--- src/rtl/pipe_pkg.sv ---
// -----------------------------------------------------------------------------
// pipe_pkg
// Shared definitions for the fetch PC sequencer:
//   - seq_state_e      : redirect/flush FSM states (RUN, FLUSH_BR, FLUSH_JMP)
//   - DEFAULT_RESET_PC : default PC loaded on reset
//   - DEFAULT_PC_INC   : default sequential PC increment (bytes)
// -----------------------------------------------------------------------------
package pipe_pkg;

    localparam logic [31:0] DEFAULT_RESET_PC = 32'h0000_0000;
    localparam int unsigned DEFAULT_PC_INC   = 4;

    typedef enum logic [1:0] {
        RUN       = 2'd0,
        FLUSH_BR  = 2'd1,
        FLUSH_JMP = 2'd2
    } seq_state_e;

endpackage

--- src/rtl/br_target_gen.sv ---
// -----------------------------------------------------------------------------
// br_target_gen
// Combinational redirect-target computation for the PC sequencer.
// Ports:
//   br_pc4     in  [31:0] PC+4 of the branch in EX
//   br_imm     in  [31:0] sign-extended branch offset, in words
//   jmp_pc4    in  [31:0] PC+4 of the jump in ID
//   jmp_index  in  [25:0] J-type instruction index
//   br_target  out [31:0] br_pc4 + br_imm*4, wrapping modulo 2^32
//   jmp_target out [31:0] {jmp_pc4[31:28], jmp_index, 2'b00}
// -----------------------------------------------------------------------------
module br_target_gen (
    input  logic [31:0] br_pc4,
    input  logic [31:0] br_imm,
    input  logic [31:0] jmp_pc4,
    input  logic [25:0] jmp_index,
    output logic [31:0] br_target,
    output logic [31:0] jmp_target
);

    // Word offset becomes a byte offset; the 32-bit sum wraps naturally.
    assign br_target  = br_pc4 + (br_imm << 2);

    // Jumps stay inside the current 256 MB region selected by jmp_pc4[31:28].
    assign jmp_target = {jmp_pc4[31:28], jmp_index, 2'b00};

    // Only the region bits of jmp_pc4 matter for a jump.
    logic unused_jmp_pc4_low;
    assign unused_jmp_pc4_low = ^jmp_pc4[27:0];

endmodule

--- src/rtl/pc_sequencer.sv ---
// -----------------------------------------------------------------------------
// pc_sequencer
// Fetch PC register with branch/jump redirect and pipeline-flush FSM.
// A taken EX branch beats an ID jump (it is older). A redirect is applied
// even while stalled; the cycle after a redirect is a one-cycle flush state
// in which br_valid/jmp_valid are wrong-path and ignored.
//
// Parameters:
//   RESET_PC  PC loaded on reset
//   PC_INC    sequential increment
// Ports:
//   clk, rst                 clock, asynchronous active-high reset
//   stall                    hold the PC (no redirect pending)
//   br_valid, br_taken       resolved EX branch and its outcome
//   br_imm, br_pc4           branch offset (words) and branch PC+4
//   jmp_valid, jmp_index     J-type instruction in ID and its index
//   jmp_pc4                  jump PC+4
//   pc                       registered fetch address
//   pc_plus4                 pc + PC_INC (combinational)
//   flush_if_id, flush_id_ex registered flush strobes
//   br_count                 saturating count of accepted taken branches
//                            (only with macro PC_BRANCH_COUNT_EN)
// -----------------------------------------------------------------------------
module pc_sequencer
    import pipe_pkg::*;
#(
    parameter logic [31:0] RESET_PC = DEFAULT_RESET_PC,
    parameter int unsigned PC_INC   = DEFAULT_PC_INC
) (
    input  logic        clk,
    input  logic        rst,
    input  logic        stall,
    input  logic        br_valid,
    input  logic        br_taken,
    input  logic [31:0] br_imm,
    input  logic [31:0] br_pc4,
    input  logic        jmp_valid,
    input  logic [25:0] jmp_index,
    input  logic [31:0] jmp_pc4,
    output logic [31:0] pc,
    output logic [31:0] pc_plus4,
`ifdef PC_BRANCH_COUNT_EN
    output logic [15:0] br_count,
`endif
    output logic        flush_if_id,
    output logic        flush_id_ex
);

    seq_state_e  state, next_state;
    logic [31:0] next_pc;
    logic [31:0] br_target, jmp_target;
    logic        br_accept;

    br_target_gen u_target (
        .br_pc4     (br_pc4),
        .br_imm     (br_imm),
        .jmp_pc4    (jmp_pc4),
        .jmp_index  (jmp_index),
        .br_target  (br_target),
        .jmp_target (jmp_target)
    );

    assign pc_plus4 = pc + 32'(PC_INC);

    // NOTE: every signal gets a default before the case so no path leaves one
    // unassigned, which would otherwise infer a latch.
    always_comb begin
        next_state = RUN;
        next_pc    = stall ? pc : pc_plus4;
        br_accept  = 1'b0;
        case (state)
            RUN: begin
                if (br_valid && br_taken) begin
                    next_pc    = br_target;
                    next_state = FLUSH_BR;
                    br_accept  = 1'b1;
                end else if (jmp_valid) begin
                    next_pc    = jmp_target;
                    next_state = FLUSH_JMP;
                end
            end
            // Flush states: redirect inputs are wrong-path; sequential rule only.
            default: ;
        endcase
    end

    // NOTE: state elements use non-blocking assignments so every flop samples
    // the pre-edge values regardless of block ordering.
    always_ff @(posedge clk or posedge rst) begin
        if (rst) begin
            state       <= RUN;
            pc          <= RESET_PC;
            flush_if_id <= 1'b0;
            flush_id_ex <= 1'b0;
        end else begin
            state       <= next_state;
            pc          <= next_pc;
            // Flush strobes are registered alongside the state they mirror.
            flush_if_id <= (next_state != RUN);
            flush_id_ex <= (next_state == FLUSH_BR);
        end
    end

`ifdef PC_BRANCH_COUNT_EN
    logic [15:0] br_count_q;

    always_ff @(posedge clk or posedge rst) begin
        if (rst) begin
            br_count_q <= 16'h0000;
        end else if (br_accept && (br_count_q != 16'hFFFF)) begin
            br_count_q <= br_count_q + 16'h0001;
        end
    end

    assign br_count = br_count_q;
`else
    logic unused_br_accept;
    assign unused_br_accept = br_accept;
`endif

endmodule

--- config.mk ---
export PLATFORM = sky130hd
export DESIGN_NAME = pc_sequencer
export DESIGN_NICKNAME = d
export VERILOG_FILES = /design/src/rtl/pipe_pkg.sv /design/src/rtl/br_target_gen.sv /design/src/rtl/pc_sequencer.sv
export SDC_FILE = /design/constraint.sdc
export NUM_CORES = 1
export LEC_CHECK = 0
export BUFFER_PORTS_ARGS = -buffer_cell sky130_fd_sc_hd__buf_2
export CORE_MARGIN = 5
export CORE_UTILIZATION = 47
export CTS_CLUSTER_SIZE = 30
export DETAILED_ROUTE_END_ITERATION = 7
export GPL_TIMING_DRIVEN = 0
export PLACE_DENSITY = 0.83
export SYNTH_ARGS = -nofsm -noshare
export SYNTH_HDL_FRONTEND = slang
export SYNTH_SLANG_ARGS = --single-unit
--- constraint.sdc ---
create_clock -name clk -period 2.6 [get_ports clk]
set_clock_uncertainty 0.1 [all_clocks]
set_input_delay 0.52 -clock clk [delete_from_list [all_inputs] [get_ports clk]]
set_output_delay 0.52 -clock clk [all_outputs]
set_load 0.05 [all_outputs]
## Yosys cells after proc, flatten, opt, wreduce, memory -nomap -nowiden

Index checks and enable logic that the tools add are counted.

- Bits of input ports: 128
- Output and inout bits: 66
- Logic and storage cells: 17
- Flip-flop bits (word level): 36

- Reductions and logical operators: 3
- Muxes and demuxes: 7
- $add $sub $neg: 2
- Equal/unequal tests: 1

Operator list:

| operator | count |
|---|---|
| 2-to-1 mux 32 bit | 4 |
| adder 32 x 3 -> 32 bit (second input constant) | 1 |
| adder 32 bit | 1 |
| 2-to-1 mux 2 bit | 3 |
| == test 2 x 1 -> 1 bit (second input constant) | 1 |
| logical NOT 2 bit | 1 |
| nonzero test 2 bit | 1 |
| logical AND 1 bit | 1 |

## Depth between registers and ports, before layout

Gate-level depths: netlist (run 1).

- Word-level depth: 5
- Depth in mapped cells: 10
- Gate-level depth less buffers: 9

## By module

A second synthesis (run 1) with hierarchy kept.

- Cells, all modules: 599
- Area, all modules: 4732.0 um2

Modules (own cells, without submodules):

| module | area an instance (um2) | times used | cells an instance | sequential area each (um2) |
|---|---|---|---|---|
| pc_sequencer | 2581.2 | 1 | 292 | 900.9 |
| br_target_gen | 2150.8 | 1 | 307 | 0.0 |

## Worst setup path after synthesis (run 1)

Ideal clock, no wire load.

- Path kind: reg2out
- Start: reg pc[2]
- End: out pc_plus4[30]
- Arrival: 2986 ps
- Stages on the path, launching flop included: 8
- Data required time: 1980 ps
- Buffers on the path: 0
- Path slack: -1006 ps
- Cell sequence: dfrtp_1 ha_1 nand3_2 nor4_4 nand3_1 nor3_2 nand3_1 xnor2_1

- Word-level cells in the longest chain between the ends: 1

Ends and longest elaborated chain:

| item | line | source |
|---|---|---|
| start, declared | pc_sequencer.sv:40 | `output logic [31:0] pc,` |
| start signal, assigned | pc_sequencer.sv:97 | `pc <= next_pc;` |
| adder 32 x 3 -> 32 bit | pc_sequencer.sv:63 | `assign pc_plus4 = pc + 32'(PC_INC);` |
| end, declared | pc_sequencer.sv:41 | `output logic [31:0] pc_plus4,` |

No other way between the ends.

## Final worst setup path (run 1)

- Start: reg pc[3]
- End: out pc_plus4[31]

Same word-level chain as after synthesis.

==> impl_metrics.json, run 1 <==
{
  "arrival_ns": 2.29,
  "cts-buffers-inserted": 5,
  "dp_hpwl_um": 11220,
  "startpoint_type": "register",
  "tightest_slew_ns": 0.7443,
  "synth_edf_count": 0,
  "start_util_pct": 48.82,
  "die_y_um": 102.8,
  "hold_viol_final": 0,
  "antenna_found_initial": 0,
  "worst_ir_drop_vdd_mv": 0.5279,
  "rows": 33,
  "clockRootBuffer": "clkbuf_8",
  "gr-usage-met1_pct": 34.45,
  "met2_usage_pct": 46.13,
  "cellPowerDensity_nw_per_um2": 688.2,
  "critPathLaunch": "pc[3]",
  "grt_overflow": 0,
  "grt_pass1_wl_um": 22560,
  "grt_usage_pct": 26.81,
  "drv_cap": 0,
  "ant_nets": 0,
  "die_w_um": 102.8,
  "die_area_sq_um": 10580,
  "ys.flop_type": "dfrtp_1",
  "clk_latency_ns": 0.29,
  "final_cells": 824,
  "portBuffers": 163,
  "violations": "negative setup slack",
  "cts.path.max_buffers": 2,
  "first_iter_violations": 325,
  "required_ns": 1.98,
  "hold_path.class": "in2async",
  "yosysSeqAreaShare_pct": 22.24,
  "maxSlewViolCount": 0,
  "vias": 5025,
  "avgSynthCellArea_sq_um": 8.135,
  "ios": 194,
  "fmax_ghz": 0.3440,
  "synth_warnings": 0,
  "met3_usage_pct": 2.368,
  "synth_nets": 657,
  "core-area_sq_um": 8299,
  "r2r_cells": 10,
  "r2r_end": "pc[31]",
  "reg2reg_from": "pc[3]",
  "leakagePower_nw": 2.905,
  "ys_top_cells_by_count": "nand2_1 (45), xnor2_1 (44), dfrtp_1 (36)",
  "syn_inst": 498,
  "dp.cells": 766,
  "maxSlewHeadroom_pct": 50.31,
  "grt_max_degree": 37,
  "grt_pass1_vias": 4734,
  "clk_pin_slew_worst_paths_ns": 0.08,
  "fillers": 561,
  "slowest_delay_ns": 0.48,
  "critPathTopFamily": "simple AND/OR/NAND/NOR gates",
  "finalCriticalPeriod_ns": 2.907,
  "setup_viol": 18,
  "synthArstFlopShare_pct": 100.0,
  "route.detailed.drc": 0,
  "setup_ws_ns": -0.3073,
  "ys_types": 61,
  "power_w": 0.004292,
  "htreeDepth": 2,
  "synth_area_sq_um": 4051,
  "wl_um": 16490,
  "cts_tree": "yes",
  "cp_max_fo": 4,
  "place_congestion": 0.9378,
  "drt-vias-per-instance": 6.098,
  "layout-drive-gt1-share_pct": 45.76,
  "min_period_over_period_pct": 111.8,
  "rsz0062_at_grt": "yes",
  "r2r_slack_ns": 0.01,
  "yosys-top-cells-area": "dfrtp_1 (22%), xnor2_1 (9.5%), ha_1 (9.3%), xor2_1 (7.4%), nand2_1 (4.2%)",
  "cp_num_buf_inv": 2,
  "wl_per_cell_um": 20.01,
  "yosysTopAreaCell": "dfrtp_1",
  "crit_path_top_delay_cell": "nor4_4",
  "synth-seq-cells": 36,
  "holdBufCountCts": 0,
  "busiest_layer": "met2",
  "area_growth_pct": 53.92,
  "clock-sinks": 36,
  "setup-tns-final_ns": -2.695,
  "yosysTopAreaCellShare_pct": 22.24,
  "synthMostInstantiatedCell": "nand2_1",
  "worst-setup-path-type": "reg2out",
  "run_status": "complete, but fails checks",
  "insertedDiodeCount": 0,
  "drtPass1Iterations": 5,
  "layout.nets": 877,
  "end_kind": "primary output",
  "crit_chain": "buf_6 -> nand3_4 -> nor4_4 -> nand3_4 -> nor4_4 -> xor2_4 -> buf_6"
}
cell type report:
type | instances | area, sq um | area share, %
multi-input cells | 424 | 3545 | 56.84
inverters | 12 | 45.04 | 0.7223
plain buffers | 22 | 113.9 | 1.826
repair buffers | 217 | 1390 | 22.29
flip-flops and latches | 36 | 923.4 | 14.81
well taps | 105 | 131.4 | 2.107
clock inverters | 3 | 18.77 | 0.3010
clock buffers | 5 | 68.82 | 1.104
how the worst max path moves through the flow:
| stage | cells after the start | endpoint | slack [ns] |
|---|---|---|---|
| 2_1_floorplan | 9 | pc_plus4[30] | -0.27 |
| 5_1_grt | 6 | pc_plus4[31] | -0.38 |
| 3_3_place_gp | 10 | pc[24] | -0.40 |
| 4_1_cts | 9 | pc_plus4[31] | -0.27 |
| 6_report | 7 | pc_plus4[31] | -0.31 |
| 3_5_place_dp | 10 | pc[16] | -0.42 |
state kept, by name, summed over array words and instances, names as in the netlist:
register and cells:
flush_id_ex 1, pc 32, state 2, flush_if_id 1
metrics by stage:
stage               cell area [sq um]  hold WS [ns]  util (%)  setup slack, ns
finish                           6236        0.2538     75.14          -0.3073
global route                     6236        0.3435     75.14          -0.3834
CTS                              5891        0.3459     70.98          -0.2671
detailed placement               5378        0.4267     64.80          -0.4190
global placement                 5378        0.4165     64.80          -0.4036
floorplan                        4431        0.4758         -          -0.2712
cell usage in the layout (no fill, tap or decap), types with 4 or more instances in the layout:
cell,count
ha_1,25
nor2_1,23
xnor2_2,10
nand4_1,7
nor3_2,5
xor2_1,27
and4_1,5
ha_2,4
xor2_4,6
a21o_1,16
a21oi_2,4
a21oi_1,28
or3_1,9
xnor2_4,4
buf_2,144
o21ai_0,28
nand3_4,7
o211ai_1,4
and3_1,4
buf_4,52
clkbuf_8,5
inv_1,11
clkbuf_1,15
nand2_1,39
xnor2_1,30
dfrtp_2,18
o22ai_1,8
nor2_4,4
o21ai_1,5
nand3_1,16
nand2b_1,7
dfrtp_1,18
o221ai_1,6
nor3_1,9
buf_6,22
a22oi_1,16
where the power goes:
group / internal (W) / total [W] / switching [W]
Sequential: 0.000702 / 0.000949 / 0.000248
Combinational: 0.00101 / 0.00294 / 0.00193
Clock: 0.000187 / 0.000401 / 0.000214
Total: 0.00190 / 0.00429 / 0.00239
kinds of logic (layout without fill, tap and decap cells):
kind of cell	after synthesis	after routing	share of synthesized area, %
AO/OA/AOI/OAI	148	148	24.15
XOR/XNOR	78	78	16.86
adder cells (fa/ha/maj)	31	31	9.759
buffers and inverters	38	259	3.953
flip-flops	36	36	22.24
multiplexers	4	4	1.050
AND/OR/NAND/NOR	163	163	21.99
routing by layer:
metal,vias up,part of all wire (%)
li1,2268,-
met1,2356,38
met2,335,49
met3,66,7.7
met4,0,4.5
met5,-,0
what timing repair did:
| action | CTS | global route |
|---|---|---|
| endpoints found under the setup margin | 29 | 34 |
| pin swaps | 12 | 35 |
| setup buffers | 27 | 28 |
| gates resized for setup | 62 | 42 |
(Power assumes the default switching activity.)
==> inputs of run 2 (changes only) <==
--- a/config.mk
+++ b/config.mk
@@ -5,13 +5,15 @@
 export SDC_FILE = /design/constraint.sdc
 export NUM_CORES = 1
 export LEC_CHECK = 0
+export ABC_CLOCK_PERIOD_IN_PS = 2600
 export BUFFER_PORTS_ARGS = -buffer_cell sky130_fd_sc_hd__buf_2
 export CORE_MARGIN = 5
-export CORE_UTILIZATION = 47
+export CORE_UTILIZATION = 48
 export CTS_CLUSTER_SIZE = 30
 export DETAILED_ROUTE_END_ITERATION = 7
 export GPL_TIMING_DRIVEN = 0
-export PLACE_DENSITY = 0.83
+export HOLD_SLACK_MARGIN = 0.08
+export PLACE_DENSITY = 0.85
 export SYNTH_ARGS = -nofsm -noshare
 export SYNTH_HDL_FRONTEND = slang
 export SYNTH_SLANG_ARGS = --single-unit
==> run 2 against run 1 <==
Compared with the run above:
- the run still ends with negative setup slack left
- cell count decreased by 1.3%
- fmax is 1.6% lower
- register-to-register slack worse by 0.02 ns
- total power fell by 0.60%
- critical path type unchanged
- largest cell class unchanged
==> impl_metrics.json, run 2 (same netlist as run 1, synthesis figures left out) <==
{
  "multi_input_area_sq_um": 3553,
  "grt_max_degree": 37,
  "insertedDiodeCount": 0,
  "critPathTopFamily": "simple AND/OR/NAND/NOR gates",
  "drt-vias-per-instance": 6.060,
  "clkPwrFrac_pct": 9.7,
  "utilization_pct": 74.97,
  "grt_overflow": 0,
  "drtPass1Iterations": 5,
  "cts_tree": "yes",
  "cp_max_fo": 5,
  "hold_path.class": "in2async",
  "final_cells": 813,
  "power_switching_w": 0.002359,
  "largest_register": "pc",
  "hold_viol_final": 0,
  "clk_pin_slew_worst_paths_ns": 0.07,
  "path_common_cell": "buf_6",
  "wl_um": 16150,
  "grt_pass1_wl_um": 22680,
  "fmax_ghz": 0.3384,
  "layout_common_cells": "buf_2 (143), nand2_1 (39), buf_4 (37)",
  "first_iter_violations": 315,
  "die_area_sq_um": 10380,
  "ant_nets": 0,
  "die_y_um": 101.9,
  "end_kind": "primary output",
  "die_w_um": 101.9,
  "startpoint_type": "register",
  "slowest_delay_ns": 0.38,
  "dp.cells": 766,
  "crit_path_top_delay_cell": "dfrtp_2",
  "rows": 33,
  "htreeDepth": 2,
  "power.internal_w": 0.001907,
  "clockRootBuffer": "clkbuf_8",
  "run_status": "complete, but fails checks",
  "maxSlewHeadroom_pct": 50.17,
  "route.detailed.drc": 0,
  "layout-drive-gt1-share_pct": 45.62,
  "worst_ir_drop_vdd_mv": 0.5100,
  "regArea_sq_um": 923.4,
  "largest_reg_flops": 32,
  "cellPowerDensity_nw_per_um2": 692.6,
  "top_regs": "pc: 32 flops, state: 2 flops",
  "portBuffers": 163,
  "min_period_over_period_pct": 113.7,
  "ios": 194,
  "finalCriticalPeriod_ns": 2.955,
  "grt_pass1_vias": 4582,
  "swShare_pct": 55.31,
  "vias": 4927,
  "cp_num_buf_inv": 5,
  "p_comb_share_pct": 67.7,
  "clk_latency_ns": 0.29,
  "cts-buffers-inserted": 5,
  "place_congestion": 0.9034,
  "wl_per_cell_um": 19.87,
  "layout.nets": 866,
  "required_ns": 1.98,
  "rsz0062_at_grt": "yes",
  "fillers": 537,
  "worst-setup-path-type": "reg2out",
  "violations": "negative setup slack",
  "drv_cap": 0,
  "maxSlewViolCount": 0,
  "area_growth_pct": 52.04,
  "arrival_ns": 2.33,
  "dp_hpwl_um": 11120,
  "final_common_cell": "buf_2",
  "leakagePower_nw": 2.872,
  "start_util_pct": 49.31,
  "tightest_slew_ns": 0.7474,
  "grt_usage_pct": 27.64,
  "clock-sinks": 36,
  "setup_viol": 19,
  "dp_worst_setup_slack_ns": -0.3565,
  "setup_ws_ns": -0.3550,
  "cts.path.max_buffers": 2,
  "antenna_found_initial": 0,
  "crit_chain": "buf_6 -> and4_4 -> and4_1 -> buf_6 -> nand3_4 -> buf_6 -> buf_6 -> nor2_4 -> xor2_4 -> buf_6",
  "holdBufCountCts": 0,
  "core-area_sq_um": 8217,
  "pwr-share-seq_pct": 22.6
}
run 2: cell type report:
class                      instances  share of cell area (%)
inverter                          12                  0.7313
clock inverter                     2                  0.1625
tap                              105                   2.133
clock buffer                       6                   1.341
timing repair buffer             205                   20.92
multi-input combinational        424                   57.69
buffer                            23                   2.031
sequential                        36                   14.99
run 2: worst register-to-register path, cell delays in order (launching register included):
cell	delay (ns)
dfrtp_2	0.42
buf_6	0.12
nand3_4	0.10
buf_4	0.17
buf_4	0.12
or4_4	0.47
nor3b_4	0.34
nand3_1	0.14
xnor2_1	0.18
a22oi_1	0.19
o21ai_0	0.13
run 2: power by group through the flow:
stage	clock, W	sequential (W)	combinational (W)
2_1_floorplan	0	0.00136	0.00149
3_3_place_gp	0	0.000936	0.00246
3_5_place_dp	0	0.000947	0.00249
4_1_cts	0.000410	0.000935	0.00268
5_1_grt	0.000431	0.000982	0.00302
6_report	0.000415	0.000962	0.00289
run 2: path summary, 6_finish.rpt:
kind	start	to	slack, ns	cells after the start
min in group clk	br_pc4[1]	pc[1]	0.34	2
max in group asynchronous	rst	pc[20]	1.62	2
worst min register to register	pc[1]	pc[1]	0.44	1
worst max register to register	pc[2]	pc[17]	-0.01	10
worst min-delay path	rst	pc[1]	0.25	2
worst max-delay path	pc[12]	pc_plus4[29]	-0.35	10
run 2: routing by layer:
metal / routed length, um / vias to the layer above / track usage, % / part of all wire, %
met5: 0 / - / 0 / 0
met4: 699 / 0 / 11.40 / 4.3
met3: 1423 / 65 / 3.686 / 8.8
met2: 7968 / 313 / 47.54 / 49
met1: 6059 / 2301 / 35.03 / 38
li1: - / 2248 / - / -
run 2: repair_timing:
item                                    CTS  global route
pin swaps                                17            40
endpoints found under the setup margin   25            34
cloned                                    0             0
setup buffers                            26            16
resized for setup                        62            48
run 2: through the flow:
stage	TNS [ns]	area, sq um	power (W)	hold WS (ns)
final	-3.090	6160	0.004266	0.2489
after global routing	-4.664	6160	0.004435	0.3233
after CTS	-2.217	5873	0.004028	0.3461
after detailed placement	-6.435	5378	0.003439	0.4221
after global placement	-6.551	5378	0.003401	0.4153
after floorplan	-2.442	4431	0.002845	0.4758
